File: src/rtl/fei4_cmd_pkg.sv
// fei4_cmd_pkg: FE-I4 command codes and frame constants shared by encoder and decoder.
package fei4_cmd_pkg;
  typedef enum logic [3:0] {
    CMD_TRIG, CMD_BCR, CMD_ECR, CMD_CAL, CMD_RDREG, CMD_WRREG,
    CMD_WRFE, CMD_RESET, CMD_PULSE, CMD_RUNSET, CMD_RUNCLR
  } cmd_type_t;
  localparam logic [4:0] TRIG_H      = 5'b11101;
  localparam logic [4:0] FAST_H      = 5'b10110;
  localparam logic [3:0] SLOW_H      = 4'b1000;
  localparam logic [3:0] FAST_BCR    = 4'b0001;
  localparam logic [3:0] FAST_ECR    = 4'b0010;
  localparam logic [3:0] FAST_CAL    = 4'b0100;
  localparam logic [3:0] SLOW_RDREG  = 4'b0001;
  localparam logic [3:0] SLOW_WRREG  = 4'b0010;
  localparam logic [3:0] SLOW_WRFE   = 4'b0100;
  localparam logic [3:0] SLOW_RESET  = 4'b1000;
  localparam logic [3:0] SLOW_PULSE  = 4'b1001;
  localparam logic [3:0] SLOW_RUN    = 4'b1010;
  localparam logic [5:0] RUNSET_F    = 6'b111000;
  localparam logic [5:0] RUNCLR_F    = 6'b000111;
  localparam int         FRAME_W     = 39;
  function automatic logic [16:0] slow_hdr(input logic [3:0] code, input logic bcast, input logic [2:0] chip);
    return {FAST_H, SLOW_H, code, bcast, chip};
  endfunction
endpackage

File: src/rtl/fei4_frame_build.sv
// fei4_frame_build: maps a command request to a left-aligned frame, its bit length and trailing idle gap.
module fei4_frame_build
  import fei4_cmd_pkg::*;
#(
  parameter int ECR_GAP   = 16,
  parameter int RDREG_GAP = 16
) (
  input  logic [3:0]         cmd_type,
  input  logic [2:0]         chip,
  input  logic               bcast,
  input  logic [5:0]         addr,
  input  logic [15:0]        data,
  output logic [FRAME_W-1:0] frame,
  output logic [5:0]         len,
  output logic [6:0]         gap,
  output logic               err,
  output logic               fe
);
  always_comb begin
    frame = '0;
    len   = '0;
    gap   = '0;
    err   = 1'b0;
    fe    = 1'b0;
    case (cmd_type)
      CMD_TRIG:   begin frame = {TRIG_H, 34'd0}; len = 6'd5; end
      CMD_BCR:    begin frame = {FAST_H, FAST_BCR, 30'd0}; len = 6'd9; end
      CMD_ECR:    begin frame = {FAST_H, FAST_ECR, 30'd0}; len = 6'd9; gap = 7'(ECR_GAP); end
      CMD_CAL:    begin frame = {FAST_H, FAST_CAL, 30'd0}; len = 6'd9; end
      CMD_RDREG:  begin frame = {slow_hdr(SLOW_RDREG, bcast, chip), addr, 16'd0}; len = 6'd23; gap = 7'(RDREG_GAP); end
      CMD_WRREG:  begin frame = {slow_hdr(SLOW_WRREG, bcast, chip), addr, data}; len = 6'd39; end
      CMD_WRFE:   begin frame = {slow_hdr(SLOW_WRFE, bcast, chip), addr, 16'd0}; len = 6'd23; fe = 1'b1; end
      CMD_RESET:  begin frame = {slow_hdr(SLOW_RESET, bcast, chip), 22'd0}; len = 6'd17; end
      CMD_PULSE:  begin frame = {slow_hdr(SLOW_PULSE, bcast, chip), addr, 16'd0}; len = 6'd23; gap = {1'b0, addr} + 7'd1; end
      CMD_RUNSET: begin frame = {slow_hdr(SLOW_RUN, bcast, chip), RUNSET_F, 16'd0}; len = 6'd23; end
      CMD_RUNCLR: begin frame = {slow_hdr(SLOW_RUN, bcast, chip), RUNCLR_F, 16'd0}; len = 6'd23; end
      default:    err = 1'b1;
    endcase
  end
endmodule

File: src/rtl/fei4_cmd_encoder.sv
// fei4_cmd_encoder: serializes FE-I4 trigger/fast/slow commands onto the CMD line, MSB first, with mandatory idle gaps.
module fei4_cmd_encoder
  import fei4_cmd_pkg::*;
#(
  parameter int ECR_GAP   = 16,
  parameter int RDREG_GAP = 16,
  parameter int FE_BITS   = 672
) (
  input  logic        CK,
  input  logic        RstB,
  input  logic        CmdValid,
  output logic        CmdReady,
  input  logic [3:0]  CmdType,
  input  logic [2:0]  CmdChipId,
  input  logic        CmdBroadcast,
  input  logic [5:0]  CmdAddr,
  input  logic [15:0] CmdData,
  output logic        FeBitRd,
  input  logic        FeBit,
  output logic        CmdOut,
  output logic        Busy,
  output logic        CmdErr
);
  typedef enum logic [1:0] {IDLE, SHIFT, FESTREAM, GAP} state_t;
  state_t state, nxt;
  logic [FRAME_W-1:0] f_frame, sr;
  logic [5:0] f_len, len_cnt;
  logic [6:0] f_gap, gap_q, gap_cnt;
  logic [9:0] fe_cnt;
  logic f_err, f_fe, fe_q, take;
  fei4_frame_build #(.ECR_GAP(ECR_GAP), .RDREG_GAP(RDREG_GAP)) u_build (
    .cmd_type(CmdType), .chip(CmdChipId), .bcast(CmdBroadcast), .addr(CmdAddr), .data(CmdData),
    .frame(f_frame), .len(f_len), .gap(f_gap), .err(f_err), .fe(f_fe)
  );
  assign take    = CmdValid & CmdReady;
  assign Busy    = state != IDLE;
  assign FeBitRd = state == FESTREAM;
  always_comb begin
    nxt = state;
    case (state)
      IDLE:     nxt = (take && !f_err) ? SHIFT : IDLE;
      SHIFT:    nxt = (len_cnt != 6'd0) ? SHIFT : fe_q ? FESTREAM : (gap_q != 7'd0) ? GAP : IDLE;
      FESTREAM: nxt = (fe_cnt == 10'd0) ? GAP : FESTREAM;
      GAP:      nxt = (gap_cnt == 7'd1) ? IDLE : GAP;
      default:  nxt = IDLE;
    endcase
  end
  always_ff @(posedge CK or negedge RstB) begin
    if (!RstB) state <= IDLE;
    else state <= nxt;
  end
  // The last streamed WrFE bit appears one cycle after its pop, so a one-cycle GAP tail keeps it off IDLE.
  always_ff @(posedge CK or negedge RstB) begin
    if (!RstB) begin
      CmdOut   <= 1'b0;
      CmdErr   <= 1'b0;
      CmdReady <= 1'b0;
      sr       <= '0;
      len_cnt  <= '0;
      gap_q    <= '0;
      gap_cnt  <= '0;
      fe_cnt   <= '0;
      fe_q     <= 1'b0;
    end else begin
      CmdOut   <= 1'b0;
      CmdErr   <= 1'b0;
      CmdReady <= nxt == IDLE;
      case (state)
        IDLE: begin
          CmdErr <= take & f_err;
          if (take && !f_err) begin
            CmdOut  <= f_frame[FRAME_W-1];
            sr      <= {f_frame[FRAME_W-2:0], 1'b0};
            len_cnt <= f_len - 6'd1;
            gap_q   <= f_gap;
            gap_cnt <= f_gap;
            fe_q    <= f_fe;
          end
        end
        SHIFT: begin
          fe_cnt <= 10'(FE_BITS - 1);
          if (len_cnt != 6'd0) begin
            CmdOut  <= sr[FRAME_W-1];
            sr      <= {sr[FRAME_W-2:0], 1'b0};
            len_cnt <= len_cnt - 6'd1;
          end
        end
        FESTREAM: begin
          CmdOut  <= FeBit;
          fe_cnt  <= fe_cnt - 10'd1;
          gap_cnt <= 7'd1;
        end
        GAP: gap_cnt <= gap_cnt - 7'd1;
        default: ;
      endcase
    end
  end
endmodule

File: config.mk
export PLATFORM = sky130hd
export DESIGN_NAME = fei4_cmd_encoder
export DESIGN_NICKNAME = d
export VERILOG_FILES = /design/src/rtl/fei4_cmd_pkg.sv /design/src/rtl/fei4_frame_build.sv /design/src/rtl/fei4_cmd_encoder.sv
export SDC_FILE = /design/constraint.sdc
export NUM_CORES = 1
export LEC_CHECK = 0
export CAP_MARGIN = 20
export CORE_ASPECT_RATIO = 0.9
export CORE_MARGIN = 2
export CORE_UTILIZATION = 59
export DETAILED_ROUTE_END_ITERATION = 12
export GPL_ROUTABILITY_DRIVEN = 0
export PLACE_DENSITY_LB_ADDON = 0.05
export RECOVER_POWER = 25
export REMOVE_ABC_BUFFERS = 1
export SLEW_MARGIN = 30
export SYNTH_ARGS = -nofsm -noshare
export SYNTH_HDL_FRONTEND = slang
export SYNTH_HIERARCHICAL = 1
export SYNTH_SLANG_ARGS = --single-unit
File: constraint.sdc
create_clock -name CK -period 2.93 [get_ports CK]
set_clock_uncertainty 0.2 [all_clocks]
set_input_delay 0.7325 -clock CK [delete_from_list [all_inputs] [get_ports CK]]
set_output_delay 0.7325 -clock CK [all_outputs]
set_load 0.02 [all_outputs]
Word-level counts from Yosys, hierarchy flattened:

Index checks and enable logic that the tools add are counted.

* ROM bits: 0
* word-level logic and storage cells: 76
* bits in latches: 0
* flip-flop bits (word level): 75
* memories: 0
* bits in writable memories: 0

* multipliers: 0
* reductions and logical operators: 18
* div/mod/pow operators: 0
* shifts and indexed selects: 0
* bitwise operators: 2
* equality and inequality tests: 16
* $lt $le $gt $ge: 0
* add/sub/neg operators: 5
* mux-type cells: 25

Operator list (count)
* case mux 39 bit (11 select lines): 1
* 2-to-1 mux 39 bit: 2
* case mux 39 bit (2 select lines): 1
* case mux 6 bit (5 select lines): 1
* case mux 7 bit (3 select lines): 1
* case mux 10 bit (2 select lines): 1
* == test 4 x 3 -> 1 bit, second input constant: 4
* case mux 7 bit (2 select lines): 1
* == test 4 bit, second input constant: 3
* 2-to-1 mux 6 bit: 2
* case mux 6 bit (2 select lines): 1
* subtractor 6 x 1 -> 6 bit, second input constant: 2
* OR reduction 11 bit: 1
* logical NOT 10 bit: 1
* subtractor 10 x 1 -> 10 bit, second input constant: 1
* == test 4 x 2 -> 1 bit, second input constant: 2
* 2-to-1 mux 2 bit: 4
* case mux 2 bit (4 select lines): 1
* adder 6 x 1 -> 7 bit, second input constant: 1
* == test 7 x 1 -> 1 bit, second input constant: 1
* 2-to-1 mux 1 bit: 7
* 2-to-1 mux 7 bit: 1
* nonzero test 7 bit: 1
* subtractor 7 x 1 -> 7 bit, second input constant: 1
* other kinds (17): 24

Longest topological paths before layout:

Gate-level depths: netlist of run 1.

* word-level depth: 6
* depth in mapped cells: 11

Hierarchy:

Netlist of run 1, hierarchy kept.

Modules (own cells, without submodules)
* fei4_cmd_encoder: cells each 411, instances 1, area each 4154.0 sq um
* fei4_frame_build: cells each 95, instances 1, area each 544.3 sq um

Least setup slack after synthesis of run 1:

No wires, ideal clock.

* path kind: input to register
* start point: input CmdType[1]
* end point: register len_cnt[4]
* arrival: 2.290 ns
* path slack: 0.313 ns
* setup time: 0.127 ns
* stages on the path: 9
* cells stage by stage: clkbuf_1 and2_1 o21a_1 inv_1 mux2i_1 ha_1 inv_1 o31ai_1 a21oi_2

* longest elaborated chain between the ends: 6

RTL lines
* from (decl): RTL line fei4_cmd_encoder.sv:13 `input logic [3:0] CmdType,`
* == test 4 x 3 -> 1 bit (tied with other cells): RTL line fei4_frame_build.sv:25 `case (cmd_type)`
* OR reduction 5 bit (no line) or OR reduction 3 bit (tied branches)
* case mux 6 bit (5 select lines) *: RTL line fei4_frame_build.sv:25
* named net f_len[0]: RTL line fei4_cmd_encoder.sv:27 `logic [5:0] f_len, len_cnt;`
* subtractor 6 x 1 -> 6 bit *: RTL line fei4_cmd_encoder.sv:74 `len_cnt <= f_len - 6'd1;`
* 2-to-1 mux 6 bit *: RTL line fei4_cmd_encoder.sv:71 `if (take && !f_err) begin`
* case mux 6 bit (2 select lines) *: RTL line fei4_cmd_encoder.sv:68 `case (state)`
* to (signal assigned): RTL line fei4_cmd_encoder.sv:74
* to (signal assigned): RTL line fei4_cmd_encoder.sv:85 `len_cnt <= len_cnt - 6'd1;`
* to (decl): RTL line fei4_cmd_encoder.sv:27

The timed path passes the listed nets; every way through them passes the cells marked *. The select of a mux whose other input is x is not followed.
A chain may end at the register's enable or synchronous reset.

Worst setup path after layout of run 1:

* start point: input CmdType[3]
* end point: register gap_cnt[6]

* longest elaborated chain between the ends: 5

RTL lines
* == test 4 x 2 -> 1 bit or == test 4 x 3 -> 1 bit (tied branches): RTL line fei4_frame_build.sv:25
* OR reduction 2 bit (no line)
* case mux 7 bit (2 select lines) *: RTL line fei4_frame_build.sv:25
* named net f_gap[6]: RTL line fei4_cmd_encoder.sv:28 `logic [6:0] f_gap, gap_q, gap_cnt;`
* 2-to-1 mux 7 bit *: RTL line fei4_cmd_encoder.sv:71
* case mux 7 bit (3 select lines) *: RTL line fei4_cmd_encoder.sv:68
* to (signal assigned): RTL line fei4_cmd_encoder.sv:76 `gap_cnt <= f_gap;`
* to (signal assigned): RTL line fei4_cmd_encoder.sv:93 `GAP: gap_cnt <= gap_cnt - 7'd1;`
* to (decl): RTL line fei4_cmd_encoder.sv:28

Marked as above.

==> flow_metrics.env, run 1 <==
export IMPL_worstPathMaxFanout=8
export IMPL_portBuffers=38
export IMPL_async_flop_share_pct=100.0
export IMPL_whs_ps=284.1
export IMPL_hpwl_um=7024
export IMPL_final_nets=608
export IMPL_drt_iter0_drc=164
export IMPL_root_buffer="clkbuf_8"
export IMPL_max_freq_ghz=0.3692
export IMPL_io_pins=39
export IMPL_hold_violations=0
export IMPL_track_usage_pct=24.13
export IMPL_final_cell_mix="74 x dfrtp_1, 54 x nor2_1, 42 x nand2_1, 42 x mux2i_1, 41 x a21oi_2"
export IMPL_peakVddDrop_uv=508.4
export IMPL_netlist_area_um2=4698
export IMPL_row_count=30
export IMPL_synth_main_ff_cell="dfrtp_1"
export IMPL_synth_area_top_cells="dfrtp_1 39%, mux2i_1 8.9%, a21oi_2 7.6%"
export IMPL_start_util_pct=61.66
export IMPL_cts_tree="built"
export IMPL_ys_seq_area_share_pct=39.41
export IMPL_end_kind="register"
export IMPL_worstSkewPairLatency_ps=350
export IMPL_overflow=0
export IMPL_ant_nets=0
export IMPL_period_needed_ps=2708
export IMPL_diodes=0
export IMPL_finalMaxSlewViolations=75
export IMPL_via_count=3819
export IMPL_cts_setup_buffers=0
export IMPL_die_x_um=98.07
export IMPL_cts_buffers=9
export IMPL_yosysTopAreaCell="dfrtp_1"
export IMPL_fin_crit_sh_pct=92.43
export IMPL_grt_pass1_vias=3507
export IMPL_grt_pass1_wl_um=16910
export IMPL_relSlewSlack_pct=-21.56
export IMPL_max_clock_path_buffers=2
export IMPL_synth_seq_cells=74
export IMPL_dr_pass1_iters=4
export IMPL_powerDensity_nw_per_um2=934.3
export IMPL_final_util_pct=73.78
export IMPL_finalSetupViolCount=0
export IMPL_yosys_warnings=6
export IMPL_drive_gt1_share_pct=21.83
export IMPL_startpoint_type="primary input"
export IMPL_clk_pin_slew_worst_paths_ps=70
export IMPL_hold_buffers=0
export IMPL_r2r_setup_slack_ps=500
export IMPL_required_ps=2980
export IMPL_coreArea_um2=7620
export IMPL_hp_class="reg -> reg"
export IMPL_leakage_uw=0.002409
export IMPL_grt_max_degree=75
export IMPL_vias_per_cell=5.752
export IMPL_area_delta_synth_final_pct=19.65
export IMPL_synth_edf_count=0
export IMPL_drc_errors=0
export IMPL_layoutNonFillerInstCount=664
export IMPL_violations="max-capacitance violations, max-slew violations"
export IMPL_tightest_slew_ps=1823
export IMPL_die_height_um=88.66
export IMPL_rsz0062_at_grt="no"
export IMPL_post_place_cells=648
export IMPL_crit_type="in -> reg"
export IMPL_cts_resized=0
export IMPL_antenna_found_initial=0
export IMPL_final_common_cell="dfrtp_1"
export IMPL_post_drt_wl_per_cell_um=15.21
export IMPL_clock_sinks=74
export IMPL_dieArea_um2=8694
export IMPL_syn_area_per_cell_um2=9.285
export IMPL_cap_viol_max_count=1
export IMPL_htreeDepth=3
export IMPL_wirelength_um=10100
export IMPL_status="complete, but fails checks"
export IMPL_ys_types=60
export IMPL_synth_top_area_share_pct=39.41
export IMPL_worst_ep_arrival_time_ps=2760
export IMPL_synthCells=506
==> state kept, by name, indices dropped and copies added, names as in the netlist <==
signal,cells
gap_q,7
state,2
CmdOut,1
len_cnt,6
gap_cnt,7
fe_q,1
CmdErr,1
CmdReady,1
fe_cnt,10
sr,38
==> final timing paths <==
| kind | startpoint | endpoint | cells past startpoint |
|---|---|---|---|
| min reg2reg | gap_q[4] | gap_q[4] | 2 |
| max in group asynchronous | RstB | gap_cnt[3] | 2 |
| max | CmdType[3] | gap_cnt[6] | 6 |
| max reg2reg | state[1] | len_cnt[4] | 8 |
| min in group asynchronous | RstB | fe_cnt[5] | 2 |
| min | gap_q[4] | gap_q[4] | 2 |
==> Yosys cell counts (all sizes together), types with 2 or more instances <==
library cell / n
dfrtp: 74
nor2: 72
a21oi: 58
mux2i: 42
nand2: 42
buf: 20
and2: 19
inv: 18
o21ai: 17
clkbuf: 12
ha: 11
nor3: 11
nand3: 10
nor2b: 9
a21o: 8
a31oi: 6
nand2b: 6
o22ai: 6
xor2: 6
a211oi: 5
nor3b: 5
nor4: 5
nor4b: 5
nand3b: 4
o31ai: 3
or3: 3
xnor2: 3
a211o: 2
a311oi: 2
nand4: 2
nand4b: 2
o21a: 2
==> cells by family (layout without fill, tap and decap cells) <==
family	after synthesis	after routing	synth area share [%]
and+or+nand+nor	199	199	22.26
AOI/OAI and AO/OA	120	120	18.80
DFF	74	74	39.41
adders and majority gates	11	11	2.929
muxes	43	43	9.267
xor gates and xnor gates	9	9	1.678
buffers and inverters	50	112	5.645
==> metrics by stage <==
step / setup slack, ps / power (uW) / TNS [ps] / instance area [um2]
after floorplan: -3258 / 3563 / -130540 / 4501
after global placement: -51.12 / 4174 / -67.39 / 5385
after detailed placement: -88.56 / 4258 / -244.9 / 5385
after CTS: 262.0 / 5291 / 0 / 5637
after global routing: 79.86 / 5593 / 0 / 5622
final: 221.7 / 5253 / 0 / 5622
==> per-layer routing <==
layer	global-route usage [%]	wire length, um	vias up
li1	-	-	1877
met1	34.07	4841	1847
met2	38.17	4740	81
met3	5.213	397	14
met4	6.439	121	0
met5	0	0	-
==> where the power goes <==
group          switching, uW  internal (uW)  total (uW)
combinational           1370           1170        2540
sequential               305           1410        1720
clock                    389            610         998
total                   2060           3190        5250
==> worst max-delay path, stage by stage <==
cell             delay, ps
clkdlybuf4s50_1        650
or4b_1                 530
buf_4                  180
nor3_1                 330
a211oi_1               130
a211oi_1               210
==> area by class of cell <==
cell class | count | area [um2]
well taps | 96 | 120.1
multi-input cells | 382 | 2595
repair buffers | 78 | 735.7
inverters | 18 | 67.56
clock inverters | 5 | 100.1
clock buffers | 11 | 151.4
flip-flops and latches | 74 | 1852
fillers | 589 | 1998
No activity file was read; power rests on OpenSTA's default activity.
==> run 2, diff against run 1 <==
CTS_CLUSTER_SIZE = 24   (was not set)
==> results of run 2 <==
No change in the layout: final DEF, timing and power equal those of run 1.
==> run 3, diff against run 2 <==
CORE_UTILIZATION = 60   (was 59)
CTS_BUF_LIST = sky130_fd_sc_hd__clkbuf_4 sky130_fd_sc_hd__clkbuf_8   (was not set)
==> run 3 against run 2 <==
- first-iteration DRC count up 14%
- register-to-register slack better by 160 ps
- hold slack better by 1.6 ps
- fmax down 0.11%
- the flow now finishes without violations
- final cell count unchanged
==> flow_metrics.env, run 3 (synthesis gave the netlist of run 1 again) <==
export IMPL_status="complete, no violations"
export IMPL_portBuffers=38
export IMPL_vias_per_cell=5.708
export IMPL_wirelength_um=10210
export IMPL_whs_ps=285.7
export IMPL_row_count=30
export IMPL_clk_pin_slew_worst_paths_ps=80
export IMPL_dieArea_um2=8555
export IMPL_hp_class="reg -> reg"
export IMPL_cts_setup_buffers=0
export IMPL_fin_crit_sh_pct=92.54
export IMPL_nFillCells=572
export IMPL_overflow=0
export IMPL_tightest_slew_ps=1393
export IMPL_sequentialPowerShare_pct=34.2
export IMPL_worst_ep_arrival_time_ps=2770
export IMPL_hpwl_um=7333
export IMPL_powerDensity_nw_per_um2=896.6
export IMPL_required_ps=2990
export IMPL_internal_power_uw=2947
export IMPL_final_common_cell="dfrtp_1"
export IMPL_hold_buffers=0
export IMPL_grt_pass1_wl_um=16750
export IMPL_area_delta_synth_final_pct=18.27
export IMPL_track_usage_pct=24.17
export IMPL_power_switching_share_pct=40.85
export IMPL_hold_violations=0
export IMPL_p_comb_share_pct=49.8
export IMPL_drt_iter0_drc=187
export IMPL_startpoint_type="primary input"
export IMPL_io_pins=39
export IMPL_grt_max_degree=33
export IMPL_die_height_um=87.95
export IMPL_root_buffer="clkbuf_8"
export IMPL_coreArea_um2=7582
export IMPL_cap_viol_max_count=0
export IMPL_cts_buffers=9
export IMPL_period_needed_ps=2711
export IMPL_start_util_pct=61.96
export IMPL_drive_gt1_share_pct=21.65
export IMPL_grt_pass1_vias=3562
export IMPL_dr_pass1_iters=5
export IMPL_htreeDepth=3
export IMPL_largest_register_ff_count=38
export IMPL_drc_errors=0
export IMPL_cts_resized=0
export IMPL_cts_tree="built"
export IMPL_via_count=3790
export IMPL_pwr_share_clk_pct=16.0
export IMPL_worstPathMaxFanout=6
export IMPL_power_switching_uw=2035
export IMPL_finalMaxSlewViolations=0
export IMPL_ant_nets=0
export IMPL_max_flop_register="sr"
export IMPL_max_clock_path_buffers=2
export IMPL_antenna_found_initial=0
export IMPL_top_regs="sr x38, fe_cnt x10"
export IMPL_finalSetupViolCount=0
export IMPL_end_kind="register"
export IMPL_final_cell_mix="74 x dfrtp_1, 54 x nor2_1, 42 x nand2_1, 42 x mux2i_1, 41 x a21oi_2"
export IMPL_clock_sinks=74
export IMPL_worstSkewPairLatency_ps=350
export IMPL_rsz0062_at_grt="no"
export IMPL_diodes=0
export IMPL_crit_type="in -> reg"
export IMPL_die_x_um=97.28
export IMPL_setup_tns_ps=0
export IMPL_peakVddDrop_uv=599.4
export IMPL_relSlewSlack_pct=7.103
export IMPL_final_nets=609
export IMPL_leakage_uw=0.002374
export IMPL_max_freq_ghz=0.3688
export IMPL_post_drt_wl_per_cell_um=15.37
[run 3: changes by cell type in the layout (fill, tap and decap cells not counted)]
| cell | delta |
|---|---|
| buf_12 | -1 |
| buf_2 | -1 |
| buf_4 | +2 |
| bufinv_16 | -2 |
| clkbuf_1 | +1 |
| clkbuf_8 | -1 |
| clkinvlp_4 | +2 |
[run 3: area by class of cell]
cell class	instances	area [um2]	area share (%)
multi-input combinational	382	2595	46.70
sequential	74	1852	33.33
timing repair buffer	79	729.5	13.13
clock buffer	10	137.6	2.477
tap	96	120.1	2.162
inverter	18	67.56	1.216
clock inverter	5	55.05	0.9908
[run 3: final timing paths]
kind	end	depth (start not counted)	start	slack, ps
max	gap_cnt[4]	7	CmdType[2]	220
min	gap_q[4]	2	gap_q[4]	290
max reg2reg	sr[5]	9	state[1]	660
min reg2reg	gap_q[4]	2	gap_q[4]	290
max in group asynchronous	sr[27]	2	RstB	540
min in group asynchronous	fe_cnt[6]	1	RstB	480
[run 3: metrics by stage]
step                util [%]  setup WS, ps  instances  power (uW)  cell area [um2]
floorplan                  -         -3258        474        3563             4501
global placement       70.96        -37.78        649        4118             5380
detailed placement     70.96        -143.7        649        4206             5380
CTS                    73.50         216.9        664        5015             5573
global route           73.28         37.23        664        5316             5557
finish                 73.28         218.7        664        4982             5557
[run 3: metal layers]
| layer | vias up | GRT usage [%] | share of wire, % |
|---|---|---|---|
| met5 | - | 0 | 0 |
| met4 | 0 | 5.934 | 1.1 |
| met3 | 11 | 5.507 | 3.9 |
| met2 | 75 | 39.65 | 46 |
| met1 | 1831 | 33.25 | 49 |
| li1 | 1873 | - | - |
[run 3: power groups by stage]
stage / clock network (uW) / registers [uW] / logic, uW
floorplan: 0 / 1670 / 1900
global placement: 0 / 1700 / 2410
detailed placement: 0 / 1720 / 2490
CTS: 812 / 1700 / 2500
global route: 840 / 1750 / 2730
finish: 795 / 1700 / 2480
[run 3: critical path, stage by stage]
cell	delay (ps)
clkdlybuf4s50_1	520
buf_4	190
or4b_1	540
or3_1	330
nand3_1	120
a211oi_1	90
a211oi_1	250
